===== config.mk =====
export PLATFORM = sky130hd
export DESIGN_NAME = rx_clkdiv_cfg_ctrl_flat
export DESIGN_NICKNAME = d
export VERILOG_FILES = /design/src/rtl/rx_clkdiv_cfg_ctrl_if.sv /design/src/rtl/rx_clkdiv_cfg_ctrl.sv /design/src/flat_wrapper.sv
export SDC_FILE = /design/constraint.sdc
export NUM_CORES = 1
export LEC_CHECK = 0
export ABC_CLOCK_PERIOD_IN_PS = 3000
export BUFFER_PORTS_ARGS = -buffer_cell sky130_fd_sc_hd__buf_4
export CAP_MARGIN = 0
export CORE_UTILIZATION = 52
export DETAILED_ROUTE_END_ITERATION = 8
export MAX_ROUTING_LAYER = met4
export PLACE_DENSITY = 0.85
export SETUP_SLACK_MARGIN = 0.3
export SLEW_MARGIN = 20
export SYNTH_ARGS = -nofsm -noshare
export SYNTH_HDL_FRONTEND = slang
export SYNTH_SLANG_ARGS = --single-unit

===== constraint.sdc =====
create_clock -name i_clk -period 3 [get_ports i_clk]
set_input_delay 0.45 -clock i_clk [delete_from_list [all_inputs] [get_ports i_clk]]
set_output_delay 0.45 -clock i_clk [all_outputs]
set_load 0.01 [all_outputs]

===== src/rtl/rx_clkdiv_cfg_ctrl_if.sv =====
// Configuration/divider-control bundle between the register file, the RX clock
// divider and the reconfiguration sequencer.
interface rx_clkdiv_cfg_ctrl_if #(
  parameter int WIDTH = 8
);
  logic [5:0]       Prescale;
  logic             Cfg_Valid;
  logic             Cfg_Ready;
  logic             Div_Edge;
  logic [WIDTH-1:0] Div_Ratio;
  logic             Div_En;
  logic             RX_Hold;
  logic             Cfg_Err;
  logic             Cfg_Done;

  modport master (
    output Prescale, Cfg_Valid, Div_Edge,
    input  Cfg_Ready, Div_Ratio, Div_En, RX_Hold, Cfg_Err, Cfg_Done
  );

  modport slave (
    input  Prescale, Cfg_Valid, Div_Edge,
    output Cfg_Ready, Div_Ratio, Div_En, RX_Hold, Cfg_Err, Cfg_Done
  );
endinterface


===== src/rtl/rx_clkdiv_cfg_ctrl.sv =====
// Sequencer that switches the RX clock divider ratio at a period boundary
// (drain, gate, load, settle) while holding the UART RX off.
module rx_clkdiv_cfg_ctrl #(
  parameter int WIDTH         = 8,
  parameter int SETTLE_CYCLES = 16,
  parameter int DRAIN_TIMEOUT = 255
) (
  input  logic                  i_clk,
  input  logic                  i_rst,
  rx_clkdiv_cfg_ctrl_if.slave   cfg
);

  typedef enum logic [2:0] {
    ST_IDLE,
    ST_DRAIN,
    ST_SWITCH,
    ST_SETTLE,
    ST_DONE
  } state_t;

  localparam logic [7:0]       TO_LAST     = 8'(DRAIN_TIMEOUT - 1);
  localparam logic [7:0]       SETTLE_LAST = 8'(SETTLE_CYCLES - 1);
  localparam logic [WIDTH-1:0] RATIO_ONE   = WIDTH'(1);

  state_t           r_state;
  state_t           w_state_next;
  logic [WIDTH-1:0] r_div_ratio;
  logic [WIDTH-1:0] r_pending;
  logic [7:0]       r_to_cnt;
  logic [7:0]       r_settle_cnt;
  logic             r_cfg_err;

  logic [WIDTH-1:0] w_dec_val;
  logic             w_dec_err;
  logic             w_accept;
  logic             w_ready;
  logic             w_hold;
  logic             w_en;
  logic             w_done;

  // One-hot prescale decode; anything else falls back to ratio 1 and flags it.
  always_comb begin
    w_dec_val = RATIO_ONE;
    w_dec_err = 1'b0;
    case (cfg.Prescale)
      6'b100000: w_dec_val = WIDTH'(1);
      6'b010000: w_dec_val = WIDTH'(2);
      6'b001000: w_dec_val = WIDTH'(4);
      6'b000100: w_dec_val = WIDTH'(8);
      default:   w_dec_err = 1'b1;
    endcase
  end

  assign w_accept = cfg.Cfg_Valid && (r_state == ST_IDLE);

  always_comb begin
    w_state_next = r_state;
    w_ready      = 1'b0;
    w_hold       = 1'b0;
    w_en         = 1'b1;
    w_done       = 1'b0;
    case (r_state)
      ST_IDLE: begin
        w_ready = 1'b1;
        if (w_accept) begin
          if (w_dec_val == r_div_ratio) w_state_next = ST_DONE;
          else                          w_state_next = ST_DRAIN;
        end
      end
      ST_DRAIN: begin
        w_hold = 1'b1;
        if (cfg.Div_Edge || (r_to_cnt == TO_LAST)) w_state_next = ST_SWITCH;
      end
      ST_SWITCH: begin
        w_hold       = 1'b1;
        w_en         = 1'b0;
        w_state_next = ST_SETTLE;
      end
      ST_SETTLE: begin
        w_hold = 1'b1;
        if (r_settle_cnt == SETTLE_LAST) w_state_next = ST_DONE;
      end
      ST_DONE: begin
        w_done       = 1'b1;
        w_state_next = ST_IDLE;
      end
      default: w_state_next = ST_IDLE;
    endcase
  end

  always_ff @(posedge i_clk or posedge i_rst) begin
    if (i_rst) begin
      r_state      <= ST_IDLE;
      r_div_ratio  <= RATIO_ONE;
      r_pending    <= '0;
      r_to_cnt     <= '0;
      r_settle_cnt <= '0;
      r_cfg_err    <= 1'b0;
    end else begin
      r_state   <= w_state_next;
      r_cfg_err <= w_accept && w_dec_err;
      if (w_accept) begin
        r_pending <= w_dec_val;
        r_to_cnt  <= '0;
      end
      if (r_state == ST_DRAIN) r_to_cnt <= r_to_cnt + 8'd1;
      // Ratio loads on the edge that ends the gated cycle, so it never moves while enabled.
      if (r_state == ST_SWITCH) begin
        r_div_ratio  <= r_pending;
        r_settle_cnt <= '0;
      end
      if (r_state == ST_SETTLE) r_settle_cnt <= r_settle_cnt + 8'd1;
    end
  end

  assign cfg.Cfg_Ready = w_ready;
  assign cfg.RX_Hold   = w_hold;
  assign cfg.Div_En    = w_en;
  assign cfg.Cfg_Done  = w_done;
  assign cfg.Cfg_Err   = r_cfg_err;
  assign cfg.Div_Ratio = r_div_ratio;

endmodule


===== src/flat_wrapper.sv =====
// flat-port wrapper written by rule: the top's interface ports become plain ports
module rx_clkdiv_cfg_ctrl_flat 
#(
  parameter int WIDTH         = 8,
  parameter int SETTLE_CYCLES = 16,
  parameter int DRAIN_TIMEOUT = 255
)
  (i_clk, i_rst, cfg_Prescale, cfg_Cfg_Valid, cfg_Div_Edge, cfg_Cfg_Ready, cfg_Div_Ratio, cfg_Div_En, cfg_RX_Hold, cfg_Cfg_Err, cfg_Cfg_Done);
  rx_clkdiv_cfg_ctrl_if #(.WIDTH(WIDTH)) cfg_i ();
  input  logic i_clk;
  input  logic i_rst;
  input wire logic [$bits(cfg_i.Prescale)-1:0] cfg_Prescale;
  input wire logic [$bits(cfg_i.Cfg_Valid)-1:0] cfg_Cfg_Valid;
  input wire logic [$bits(cfg_i.Div_Edge)-1:0] cfg_Div_Edge;
  output wire logic [$bits(cfg_i.Cfg_Ready)-1:0] cfg_Cfg_Ready;
  output wire logic [$bits(cfg_i.Div_Ratio)-1:0] cfg_Div_Ratio;
  output wire logic [$bits(cfg_i.Div_En)-1:0] cfg_Div_En;
  output wire logic [$bits(cfg_i.RX_Hold)-1:0] cfg_RX_Hold;
  output wire logic [$bits(cfg_i.Cfg_Err)-1:0] cfg_Cfg_Err;
  output wire logic [$bits(cfg_i.Cfg_Done)-1:0] cfg_Cfg_Done;
  assign cfg_i.Prescale = cfg_Prescale;
  assign cfg_i.Cfg_Valid = cfg_Cfg_Valid;
  assign cfg_i.Div_Edge = cfg_Div_Edge;
  assign cfg_Cfg_Ready = cfg_i.Cfg_Ready;
  assign cfg_Div_Ratio = cfg_i.Div_Ratio;
  assign cfg_Div_En = cfg_i.Div_En;
  assign cfg_RX_Hold = cfg_i.RX_Hold;
  assign cfg_Cfg_Err = cfg_i.Cfg_Err;
  assign cfg_Cfg_Done = cfg_i.Cfg_Done;
  rx_clkdiv_cfg_ctrl #(.WIDTH(WIDTH), .SETTLE_CYCLES(SETTLE_CYCLES), .DRAIN_TIMEOUT(DRAIN_TIMEOUT)) u_core (.i_clk(i_clk), .i_rst(i_rst), .cfg(cfg_i));
endmodule

After elaboration in Yosys (flattened, before gate mapping)
Index checks and enable logic that the tools add are counted.
Word-level totals
  flip-flop bits (word level): 36
  input bits: 10
  output and inout bits: 13
Cells by class
  add/subtract/negate cells: 2
  equality and inequality tests: 14
  multiplexer cells: 15
  reductions and logical operators: 9
Operator list (count)
  8-bit 2-to-1 mux: 4
  8-bit by 1-bit adder with 8-bit output, second input constant: 2
  3-bit 2-to-1 mux: 4
  3-bit one-hot mux with 4 select lines: 1
  4-bit one-hot mux with 3 select lines: 1
  4-bit by 8-bit equality test with 1-bit output: 1
  8-bit by 4-bit equality test with 1-bit output, second input constant: 1
  8-bit equality test, second input constant: 1
  3-bit by 2-bit equality test with 1-bit output, second input constant: 2
  6-bit by 3-bit equality test with 1-bit output, second input constant: 1
  6-bit by 4-bit equality test with 1-bit output, second input constant: 1
  6-bit by 5-bit equality test with 1-bit output, second input constant: 1
  6-bit equality test, second input constant: 1
  2-bit by 1-bit inequality test with 1-bit output, second input constant: 3
  1-bit 2-to-1 mux: 5
  2-bit nonzero test: 2
  4-bit OR reduction: 1
  3-bit by 1-bit equality test with 1-bit output, second input constant: 1
  3-bit equality test, second input constant: 1
  3-bit zero test: 1
  3-bit AND reduction: 1
  3-bit OR reduction: 1
  1-bit logical AND: 2
  1-bit logical OR: 1

Longest topological paths before layout
  depth after elaboration: 6
  mapped depth: 7

Worst setup path after synthesis
Ideal clock, no wire load.
  kind: in2reg
  from: input cfg_Prescale[4]
  to: register u_core.r_state[0]
  library setup time: 0.126 ns
  arrival: 1.491 ns
  slack: 1.383 ns
  stages on the path: 6
  cells stage by stage: buf_2 -> nor4_2 -> o21ai_0 -> nand2_1 -> o211ai_1 -> a221o_1
Between the ends
  longest elaborated chain between the ends: 6
  elaborated cells between the ends (all ways): 8
  those cells by class: eq/ne (4); mux (4)
Ends and longest elaborated chain
  start, declared: line flat_wrapper.sv:12  | input wire logic [$bits(cfg_i.Prescale)-1:0] cfg_Prescale;
  6-bit by 3-bit equality test with 1-bit output, or another cell as far along: line rx_clkdiv_cfg_ctrl.sv:45  | case (cfg.Prescale)
  4-bit one-hot mux with 3 select lines *: line rx_clkdiv_cfg_ctrl.sv:45
  4-bit by 8-bit equality test with 1-bit output *: line rx_clkdiv_cfg_ctrl.sv:66  | if (w_dec_val == r_div_ratio) w_state_next = ST_DONE;
  3-bit 2-to-1 mux *: line rx_clkdiv_cfg_ctrl.sv:66
  3-bit 2-to-1 mux *: line rx_clkdiv_cfg_ctrl.sv:65  | if (w_accept) begin
  3-bit one-hot mux with 4 select lines *: line rx_clkdiv_cfg_ctrl.sv:62  | case (r_state)
  end signal, assigned: line rx_clkdiv_cfg_ctrl.sv:100  | r_state <= w_state_next;
  end, declared: line rx_clkdiv_cfg_ctrl.sv:25  | state_t r_state;
Every way passes the cells marked *; elsewhere a longest branch is shown, timed or not. The select of a mux whose other input is x is not followed.
A chain may end at the register's enable or synchronous reset.

Final worst setup path
  from: register u_core.r_state[2]
  to: output cfg_Div_En
Between the ends
  longest elaborated chain between the ends: 2
Ends and longest elaborated chain
  3-bit by 2-bit equality test with 1-bit output: line rx_clkdiv_cfg_ctrl.sv:62
  1-bit 2-to-1 mux: line rx_clkdiv_cfg_ctrl.sv:62
  end, declared: line flat_wrapper.sv:17  | output wire logic [$bits(cfg_i.Div_En)-1:0] cfg_Div_En;
No other way between the ends.

==> impl_metrics.json <==
{
  "synth-main-ff-cell": "sky130_fd_sc_hd__dfrtp_1",
  "n_fill_cell": 235,
  "slew_viol_final": 0,
  "cts_buffer_depth": 2,
  "first_global_vias": 1257,
  "postSynth.asyncResetShare_pct": 100,
  "route.detailed.vias_per_inst": 5.85,
  "root_buffer": "sky130_fd_sc_hd__clkbuf_4",
  "count_of_vias_placed_by_the_detailed_router": 1275,
  "cp.arrival_ps": 1700,
  "internal_power_uw": 715,
  "grt_antenna_before_repair": 0,
  "post-route-min-period_ps": 2150,
  "wl_per_cell_um": 14.0,
  "wirelength_mm": 3.04,
  "std_cell_rows": 19,
  "final_cell_count_no_fill": 218,
  "grt_setup_unrepaired": "false",
  "gpl.final_weighted_congestion": 0.887,
  "yosysWarnings": 0,
  "height_of_the_chip_um": 57.2,
  "yosys_register_bits": 28,
  "syn_avg_cell_area_um2": 9.00,
  "cts_tree": "done",
  "chipWidth_um": 57.2,
  "cts_buffers": 3,
  "io_pins": 23,
  "cp-start-kind": "flop",
  "grt_max_degree": 29,
  "floorplan.die_area_um2": 3270,
  "clock_power_share_pct": 13.3,
  "share_seq_of_total_power_pct": 52.2,
  "r2r_setup_slack_ps": 1120,
  "placed_cells_incl_taps": 214,
  "violations": "design-rule violations",
  "post_cts_resized": 0,
  "synth_enable_flop_cells": 0,
  "hpwlAfterDp_mm": 2.26,
  "synth.distinct_cells": 47,
  "yosysTopAreaCellShare_pct": 42.7,
  "core_region_area_um2": 2830,
  "design_area_um2": 1720,
  "post_synthesis_instance_area_um2": 1580,
  "timing.reg2reg.worst_path_depth": 5,
  "layout_nets": 201,
  "grt_overflow": 0,
  "yosys-top-cells-area": "sky130_fd_sc_hd__dfrtp_1 43%, sky130_fd_sc_hd__o21ai_0 6.3%, sky130_fd_sc_hd__nand2_1 5.0%",
  "synth_largest_area_cell": "sky130_fd_sc_hd__dfrtp_1",
  "antennaDiodeCount": 0,
  "cts.sink_count": 28,
  "drcViolationCount": 2,
  "final_layout_size_suffix_gt1_share_pct": 17.1,
  "postSynthCellCount": 176,
  "critical_path.reg2reg.endpoint": "u_core.r_to_cnt[5]",
  "ir_worst_vdd_mv": 0.330,
  "p_switching_uw": 450,
  "setup_viol_count_final": 0,
  "synth_sequential_area_ratio_pct": 44.3,
  "cts.repair_timing.setup_buffer_count": 0,
  "final_antenna_net_count": 0,
  "clock_skew_ps": 11.0,
  "max_freq_mhz": 465,
  "critical_path.endpoint_type": "output port",
  "switching_share_pct": 38.6,
  "clock_latency_ps": 320,
  "htree_num_levels": 1,
  "first_pass_grt_wire_length_mm": 5.39,
  "detail_route.first_pass.iterations": 6,
  "portBuffers": 18,
  "clk_pin_slew_worst_paths_ps": 150,
  "status": "complete, but fails checks",
  "path_class": "reg -> out",
  "cp_max_fo": 10,
  "cp_data_required_time_ps": 2550,
  "combPwrFrac_pct": 34.5,
  "drt_first_iter_violations": 47,
  "slew-limit-headroom_pct": 60.3,
  "tightestPinTransition_ps": 591,
  "fin_crit_sh_pct": 71.7,
  "initial_core_utilization_pct": 56.0,
  "area_delta_synth_final_pct": 8.45,
  "accumulated_negative_setup_slack_ps": 0,
  "placed_cell_area_um2": 1690,
  "finalHoldViolCount": 0,
  "reg2reg_from": "u_core.r_state[0]",
  "cap_viol_max_count": 0,
  "class_of_the_tightest_hold_or_removal_check": "in -> async",
  "grt_util_all_layers_pct": 21.5,
  "post_cts_hold_buffer_count": 0,
  "leakage_nw": 0.790,
  "power-per-cell-area_nw_per_um2": 678,
  "worst_hold_slack_ps": 165
}
[final cells by class]
type	count	area (um2)	area share, %
Multi-Input combinational cell	134	805	46.8
Timing Repair Buffer	18	135	7.87
Clock buffer	4	26.3	1.53
Inverter	3	11.3	0.655
Sequential cell	28	702	40.9
Tap cell	31	38.8	2.26
[critical path: stages, from the launching register on]
cell and delay, ps:
sky130_fd_sc_hd__dfrtp_1 490, sky130_fd_sc_hd__nand2b_1 310, sky130_fd_sc_hd__nor2_2 370, sky130_fd_sc_hd__inv_1 80
sky130_fd_sc_hd__buf_4 150
[registers in the layout (all words and copies together), names as in the netlist]
register,count
u_core.r_pending,4
u_core.r_settle_cnt,8
u_core.cfg.Div_Ratio,4
u_core.r_to_cnt,8
u_core.cfg.Cfg_Err,1
u_core.r_state,3
[cell usage in the layout, fill, tap and decap left out, drive strengths merged, types with 2 or more instances in the layout]
cell type	instances
dfrtp	27
nand2	21
o21ai	20
buf	18
nor2	17
nor3	9
nand3	8
mux2	5
xor2	5
conb	4
clkbuf	4
and2	3
nand4	3
ha	3
inv	3
a21oi	3
nand2b	2
and4	2
and3	2
o211ai	2
nor2b	2
a22o	2
nor4bb	2
or2	2
[kinds of logic after synthesis]
| family | Yosys count | synth area share [%] |
|---|---|---|
| simple gates | 82 | 27.3 |
| compound gates | 34 | 13.3 |
| flops | 28 | 44.3 |
| buf+inv | 17 | 5.61 |
| xor+xnor | 6 | 3.32 |
| mux | 5 | 3.55 |
| fa+ha+maj | 3 | 2.37 |
| other cells | 1 | 0.237 |
[cell usage after synthesis (2+ instances only)]
cell type                  count
sky130_fd_sc_hd__a21oi_1       2
sky130_fd_sc_hd__a22o_1        2
sky130_fd_sc_hd__and2_1        3
sky130_fd_sc_hd__and3_1        2
sky130_fd_sc_hd__and4_1        2
sky130_fd_sc_hd__buf_2         5
sky130_fd_sc_hd__buf_4         5
sky130_fd_sc_hd__clkbuf_1      3
sky130_fd_sc_hd__dfrtp_1      27
sky130_fd_sc_hd__ha_1          3
sky130_fd_sc_hd__inv_1         3
sky130_fd_sc_hd__mux2_2        5
sky130_fd_sc_hd__nand2_1      21
sky130_fd_sc_hd__nand2b_1      2
sky130_fd_sc_hd__nand3_1       8
sky130_fd_sc_hd__nand4_1       3
sky130_fd_sc_hd__nor2_1       16
sky130_fd_sc_hd__nor2b_1       2
sky130_fd_sc_hd__nor3_1        9
sky130_fd_sc_hd__nor4bb_1      2
sky130_fd_sc_hd__o211ai_1      2
sky130_fd_sc_hd__o21ai_0      20
sky130_fd_sc_hd__xor2_1        5
[power by group through the flow]
| stage | clock (mW) | combinational (mW) | sequential, mW |
|---|---|---|---|
| detailed placement | 0 | 0.402 | 0.612 |
| global placement | 0 | 0.377 | 0.603 |
| finish | 0.155 | 0.402 | 0.608 |
| global route | 0.176 | 0.457 | 0.628 |
| CTS | 0.161 | 0.405 | 0.604 |
| floorplan | 0 | 0.325 | 0.570 |
[layer usage]
| layer | vias to the layer above | track usage, % | share of wire, % |
|---|---|---|---|
| li1 | 635 | - | - |
| met2 | 29 | 35.1 | 50 |
| met1 | 609 | 26.8 | 45 |
| met5 | - | - | 0 |
| met3 | 2 | 3.40 | 3.6 |
| met4 | 0 | 8.71 | 0.89 |
[stage by stage]
| stage | setup WS [ps] | power, mW | util [%] |
|---|---|---|---|
| CTS | 834 | 1.17 | 60.7 |
| finish | 848 | 1.17 | 60.7 |
| global placement | 1220 | 0.979 | 59.8 |
| detailed placement | 1160 | 1.01 | 59.8 |
| global route | 697 | 1.26 | 60.7 |
| floorplan | 1380 | 0.894 | - |
[worst max-delay path by stage]
stage,endpoint,depth (start not counted),from
2_1_floorplan,u_core.r_state[0],6,cfg_Prescale[4]
3_3_place_gp,u_core.r_state[0],6,cfg_Prescale[3]
3_5_place_dp,u_core.r_to_cnt[5],5,u_core.r_state[0]
4_1_cts,cfg_Div_En,4,u_core.r_state[2]
5_1_grt,cfg_Div_En,4,u_core.r_state[2]
6_report,cfg_Div_En,4,u_core.r_state[2]
No activity file was read; power rests on OpenSTA's default activity.
